$ cat src/rtl/pipe_pkg.sv
// Shared pipeline-boundary types: stage state encoding and IF/ID bubble constants.
package pipe_pkg;

    typedef enum logic [1:0] {
        EMPTY     = 2'd0,
        FULL      = 2'd1,
        SKID_FULL = 2'd2
    } pipe_state_t;

    localparam logic [31:0] RV_NOP = 32'h00000013;

    // IF/ID payload layout: PC+4 and PC above the instruction word.
    typedef struct packed {
        logic [31:0] pc_plus4;
        logic [31:0] pc;
        logic [31:0] insn;
    } ifid_t;

    localparam int IFID_W = $bits(ifid_t);

    localparam logic [IFID_W-1:0] IFID_BUBBLE = {64'b0, RV_NOP};

endpackage

$ cat src/rtl/pipe_stage_buffer.sv
// Pipeline-stage register with valid/ready handshake, optional skid entry and flush; 1-cycle latency.
// Backpressure: with SKID=1 up_ready is a flop (skid absorbs the stall); with SKID=0 it is !dn_valid | dn_ready.
module pipe_stage_buffer
    import pipe_pkg::*;
#(
    parameter int                 DATA_W     = 96,
    parameter logic [DATA_W-1:0]  BUBBLE_VAL = DATA_W'(IFID_BUBBLE),
    parameter bit                 SKID       = 1'b1
) (
    input  logic              clk,
    input  logic              rst,
    input  logic              flush,
    input  logic              up_valid,
    output logic              up_ready,
    input  logic [DATA_W-1:0] up_data,
    output logic              dn_valid,
    input  logic              dn_ready,
    output logic [DATA_W-1:0] dn_data,
    output logic [1:0]        occupancy
);

    pipe_state_t       state;
    pipe_state_t       state_next;
    logic [DATA_W-1:0] main_q;
    logic [DATA_W-1:0] main_next;
    logic [DATA_W-1:0] skid_q;
    logic              up_fire;
    logic              dn_fire;

    assign up_fire = up_valid & up_ready;
    assign dn_fire = dn_valid & dn_ready;

    assign dn_valid = (state != EMPTY);
    assign dn_data  = main_q;

    always_comb begin
        occupancy = 2'd0;
        case (state)
            FULL:      occupancy = 2'd1;
            SKID_FULL: occupancy = 2'd2;
            default:   occupancy = 2'd0;
        endcase
    end

    always_ff @(posedge clk or posedge rst) begin
        if (rst) begin
            state  <= EMPTY;
            main_q <= BUBBLE_VAL;
        end else begin
            state  <= state_next;
            main_q <= main_next;
        end
    end

    // Flush overrides everything; a dn_fire in the same cycle still counts as consumed downstream.
    always_comb begin
        state_next = state;
        main_next  = main_q;
        if (flush) begin
            state_next = EMPTY;
            main_next  = BUBBLE_VAL;
        end else begin
            case (state)
                EMPTY: begin
                    if (up_fire) begin
                        main_next  = up_data;
                        state_next = FULL;
                    end
                end
                FULL: begin
                    if (up_fire && dn_fire) begin
                        main_next = up_data;
                    end else if (up_fire && SKID) begin
                        state_next = SKID_FULL;
                    end else if (dn_fire) begin
                        main_next  = BUBBLE_VAL;
                        state_next = EMPTY;
                    end
                end
                SKID_FULL: begin
                    if (dn_fire) begin
                        main_next  = skid_q;
                        state_next = FULL;
                    end
                end
                default: begin
                    state_next = EMPTY;
                    main_next  = BUBBLE_VAL;
                end
            endcase
        end
    end

    generate
        if (SKID) begin : g_skid
            always_ff @(posedge clk or posedge rst) begin
                if (rst) begin
                    skid_q <= BUBBLE_VAL;
                end else if (flush) begin
                    skid_q <= BUBBLE_VAL;
                end else if (state == FULL && up_fire && !dn_fire) begin
                    skid_q <= up_data;
                end else if (state == SKID_FULL && dn_fire) begin
                    skid_q <= BUBBLE_VAL;
                end
            end

            // Registered ready: the hazard unit's dn_ready never reaches up_ready combinationally.
            always_ff @(posedge clk or posedge rst) begin
                if (rst) begin
                    up_ready <= 1'b1;
                end else begin
                    up_ready <= (state_next != SKID_FULL);
                end
            end
        end else begin : g_flat
            assign skid_q   = BUBBLE_VAL;
            assign up_ready = !dn_valid | dn_ready;
        end
    endgenerate

endmodule

$ cat config.mk
export PLATFORM = sky130hd
export DESIGN_NAME = pipe_stage_buffer
export DESIGN_NICKNAME = d
export VERILOG_FILES = /design/src/rtl/pipe_pkg.sv /design/src/rtl/pipe_stage_buffer.sv
export SDC_FILE = /design/constraint.sdc
export NUM_CORES = 1
export LEC_CHECK = 0
export BUFFER_PORTS_ARGS = -buffer_cell sky130_fd_sc_hd__buf_2
export CORE_ASPECT_RATIO = 0.75
export CORE_UTILIZATION = 46
export DETAILED_ROUTE_END_ITERATION = 8
export PLACE_DENSITY = 0.7
export SLEW_MARGIN = 20
export SYNTH_ARGS = -nofsm -noshare
export SYNTH_HDL_FRONTEND = slang
export SYNTH_SLANG_ARGS = --single-unit
$ cat constraint.sdc
create_clock -name clk -period 8.1 [get_ports clk]
set_input_delay 1.62 -clock clk [delete_from_list [all_inputs] [get_ports clk]]
set_output_delay 1.62 -clock clk [all_outputs]
set_load 0.02 [all_outputs]
# ---- Word level (Yosys, flattened, before mapping)
# Cells that the tools add are included.
dict set report classes {
  n_eq_ne 7
  mux 18
  bitwise_logic 2
  n_reduce_logical 9
}
# op n
set ops {}
lappend ops {{$mux W96} 9}
lappend ops {{$pmux W96 S3} 1}
lappend ops {{$mux W2} 6}
lappend ops {{$ne A4 B4 Y1 const B} 2}
lappend ops {{$ne A3 B3 Y1 const B} 2}
lappend ops {{$pmux W2 S3} 1}
lappend ops {{$logic_and A1 B1 Y1} 4}
lappend ops {{$pmux W2 S2} 1}
lappend ops {{$reduce_and A4 Y1} 1}
lappend ops {{$reduce_bool A3 Y1} 1}
lappend ops {{$and A1 B1 Y1} 2}
lappend ops {{$eq A2 B1 Y1 const B} 1}
lappend ops {{$eq A2 B2 Y1 const B} 1}
lappend ops {{$logic_not A2 Y1} 1}
lappend ops {{$ne A2 B2 Y1 const B} 1}
lappend ops {{$reduce_bool A2 Y1} 1}
lappend ops {{$logic_not A1 Y1} 1}
dict set report word_totals {
  ff_bits 195
  in_bits 101
  out_inout_bits 100
  wordCells 40
}

# ---- Longest topological paths before layout
dict set report depth {
  word_depth 8
  mapped_depth 8
  mapped_depth_nobuf 5
}

# ---- Worst setup path after synthesis
# OpenSTA, ideal clock, no wires.
dict set report synth_timing {
  path_type {input to register}
  start {in up_valid}
  end {reg main_q[10] (netlist: dn_data[10])}
  setup_time_ns 0.066
  arrival_ns 2.716
  required_time_ns 8.034
  slack_ns 5.319
  path_stages 6
  n_path_buf 2
  cell_sequence {nand2_1 -> nor3b_2 -> buf_4 -> clkbuf_1 -> o2bb2ai_1 -> a22o_1}
}
dict set report synth_via {
  elab_chain_len 5
  elab_cells_between_ends 9
  cone_classes {3 x eq/ne; 3 x mux; 1 x bitwise; 2 x reduce/logical}
}
# item line
set synth_lines {}
lappend synth_lines {{start, declared} pipe_stage_buffer.sv:13} ;# input logic up_valid,
lappend synth_lines {{$and A1 B1 Y1 *} pipe_stage_buffer.sv:30} ;# assign up_fire = up_valid & up_ready;
lappend synth_lines {{$logic_and A1 B1 Y1} pipe_stage_buffer.sv:71} ;# if (up_fire && dn_fire) begin
lappend synth_lines {{$mux W96} pipe_stage_buffer.sv:71}
lappend synth_lines {{$pmux W96 S3} pipe_stage_buffer.sv:63} ;# case (state)
lappend synth_lines {{$mux W96} pipe_stage_buffer.sv:59} ;# if (flush) begin
lappend synth_lines {{end signal, assigned} pipe_stage_buffer.sv:51} ;# main_q <= main_next;
lappend synth_lines {{end, declared} pipe_stage_buffer.sv:24} ;# logic [DATA_W-1:0] main_q;
# Mark *: on every way between the ends. The rest lies on a longest branch, timed or not.
# A chain may end at the register's enable or synchronous reset.

# ---- Worst setup path after layout
dict set report layout_timing {
  start {reg state[1]}
  end {out occupancy[0]}
}
dict set report layout_via {
  elab_chain_len 2
  elab_cells_between_ends 3
  cone_classes {2 x eq/ne; 1 x mux}
}
# item line
set layout_lines {}
lappend layout_lines {{start, declared} pipe_stage_buffer.sv:22} ;# pipe_state_t state;
lappend layout_lines {{start signal, assigned} pipe_stage_buffer.sv:50} ;# state <= state_next;
lappend layout_lines {{$eq A2 B2 Y1 or $eq A2 B1 Y1 (tied branches)} pipe_stage_buffer.sv:38} ;# case (state)
lappend layout_lines {{$pmux W2 S2 *} pipe_stage_buffer.sv:38}
lappend layout_lines {{end, declared} pipe_stage_buffer.sv:19} ;# output logic [1:0] occupancy
# Marked as above.

==> impl_metrics.toml <==
[clocking]
clk_latency_ps = 430
clockBufferDepth = 2
cts_resized = 0
clockRootBuffer = "clkbuf_16"
tritoncts = "done"
cts_made_buffers = 17
cts_max_level = 4
clk_pin_slew_worst_paths_ps = 70
cts.sinks = 195
post_cts_buffers = 0
postCtsHoldBufs = 0

[sta]
setup_tns_ps = 0
skew_ps = 15.1
timing.hold.ws_ps = 489
finalMaxSlewViolations = 0
min_period_over_period_pct = 56.1
grt_setup_unrepaired = "false"
maxSlewHeadroom_pct = 25.7
layout_min_cycle_time_ps = 4550
timing.fmax_mhz = 220
setup_viol = 0
finalHoldViolCount = 0
worstMarginPinSlew_ps = 1110

[logic_synthesis]
dominantRegCellSynth = "dfrtp_1"
syn_nets = 790
synthDistinctLibCells = 34
synthTopCellsByCount = "dfrtp_1 (188), a22o_1 (186), mux2i_1 (93), o2bb2ai_1 (93)"
yosys_register_bits = 195
async_flop_share_pct = 100
yosysSeqAreaShare_pct = 54.4
syn_area_sq_um = 8990
ys_warn_count = 0
synth_top_area_share_pct = 52.3
synth_area_leader_cell = "dfrtp_1"
synthTopCellsByArea = "dfrtp_1 (52%), a22o_1 (18%), mux2i_1 (10%), o2bb2ai_1 (9.1%), dfstp_2 (2.0%)"
netlist_instances = 689
avgSynthCellArea_sq_um = 13.0
synth_most_common_cell = "dfrtp_1"
synth-edff-count = 0

[power]
clkPwrFrac_pct = 36.2
leakagePower_nw = 5.00
powerDensity_nw_per_um2 = 211
switching_share_pct = 30.0
p_sw_mw = 0.673
intPower_mw = 1.57
p_comb_share_pct = 16.1
max-vdd-ir-drop_v = 0.000109
p_seq_share_pct = 47.7

[route]
postRouteAntennaNets = 0
drcViolationCount = 0
wl_mm = 22.7
vias_per_cell = 6.14
dr.pass1.iters = 4
routedWlPerCell_um = 20.5
vias = 6780
initialDrtViolationCount = 528

[run]
maxCapViolations = 0

[placement]
place_congestion = 0.794
dpl.cell_count = 1072
portBuffers = 200
dp_hpwl_mm = 13.9

[setup_path]
crit_arrival_ps = 2930
r2r_setup_slack_ps = 3950
worstSetupStartpointType = "flop"
crit_type = "flop to primary output"
reg2reg_from = "state[1]"
path_cells = "buf_4, nor2b_1, buf_2"
r2r-end = "dn_data[77]"
crit_path_end_kind = "primary output"
crit_buf_inv = 2
slowest_delay_ps = 1120
crit_path_end = "occupancy[0]"
startpoint = "state[1]"
critPathSlowestCell = "dfrtp_4"
crit_family = "flip-flops"
path_max_fanout = 62
required_ps = 6480
path_depth = 3
rr_worst_depth = 6

[floorplan]
start_util_pct = 47.7
core-area_sq_um = 18800
die-area_sq_um = 20100
dieHeight_um = 123
num_io_pins = 201
die-width_um = 163
num_rows = 43

[grt]
grt.total_usage_pct = 23.3
gr-total-overflow = 0
grt_pass1_vias = 6879
grt_pass1_wl_mm = 36.4
grt_max_degree = 106
antenna_found_initial = 0

[worst_hold_path]
hp-class = "flop to flop"

[finish]
final_core_util_pct = 56.5
fill_cells = 1593
antenna_cells = 0
syn2layout_area_growth_pct = 18.4
nNetsFinal = 946
drive_gt1_share_pct = 30.5
instances_no_fill = 1105

[status]
status = "finished clean"
==> cell type report <==
class	count	area [sq um]	area share (%)
clock buffers	17	425	4.00
clock inverters	15	145	1.36
inverters	6	30.0	0.282
multi-input cells	414	3710	34.8
flip-flops and latches	195	4900	46.0
well taps	247	309	2.90
repair buffers	211	1130	10.6
==> power groups by stage <==
stage	clock (mW)	combinational, mW	sequential, mW
finish	0.814	0.362	1.07
global route	0.873	0.395	1.08
CTS	0.832	0.353	1.08
detailed placement	0	0.353	1.10
global placement	0	0.339	1.10
floorplan	0	0.190	1.13
==> flip-flops by register name, indices dropped and copies added (netlist names) <==
register and cells:
state 2, skid_q 96, up_ready 1, dn_data 96
==> per-layer routing <==
metal / part of all wire, % / global-route usage, %
met5: 0 / 0
met4: 1.8 / 7.01
met3: 5.7 / 5.03
met2: 48 / 38.2
met1: 44 / 31.0
==> placed cells by master (no fill, tap or decap), types with 3 or more instances in the layout <==
cell and n:
nor2b_1 4, inv_6 4, a21oi_1 3, dfstp_2 7, inv_1 5, clkbuf_16 17, nand3b_1 3, clkinv_4 3
inv_8 4, o2bb2ai_1 93, mux2i_1 93, buf_4 8, o21ai_0 3, dfrtp_1 186, buf_2 200, a22o_1 186
==> per-stage QoR <==
step	area, sq um	setup slack (ps)	power, mW
floorplan	8990	1180	1.32
global placement	10000	3960	1.44
detailed placement	10000	4020	1.45
CTS	10600	3570	2.27
global route	10600	3440	2.35
finish	10600	3550	2.25
==> worst min-delay path by stage <==
| stage | to | slack [ps] | cells past startpoint | startpoint |
|---|---|---|---|---|
| 6_report | dn_data[4] | 490 | 2 | dn_data[4] |
| 5_1_grt | dn_data[23] | 520 | 1 | dn_data[23] |
| 4_1_cts | dn_data[4] | 500 | 2 | dn_data[4] |
| 3_5_place_dp | dn_data[4] | 480 | 2 | dn_data[4] |
| 3_3_place_gp | dn_data[4] | 480 | 2 | dn_data[4] |
| 2_1_floorplan | skid_q[10] | 470 | 1 | skid_q[10] |
==> worst register-to-register path: cells and delay by family, from the launching register on <==
family | cells | cell delay, ps
AOI/OAI and AO/OA | 2 | 1080
buffers and inverters | 2 | 1340
DFF | 1 | 830
and+or+nand+nor | 2 | 850
==> cell families (layout without fill, tap and decap cells) <==
| group | after synthesis | count (layout) | share of synthesized area, % |
|---|---|---|---|
| AO/OA/AOI/OAI | 296 | 296 | 28.4 |
| flip-flops | 195 | 195 | 54.4 |
| multiplexers | 95 | 95 | 10.6 |
| buffers and inverters | 80 | 249 | 4.73 |
| AND/OR/NAND/NOR | 22 | 22 | 1.74 |
| XOR/XNOR | 1 | 1 | 0.0975 |
No activity file was read; power rests on OpenSTA's default activity.
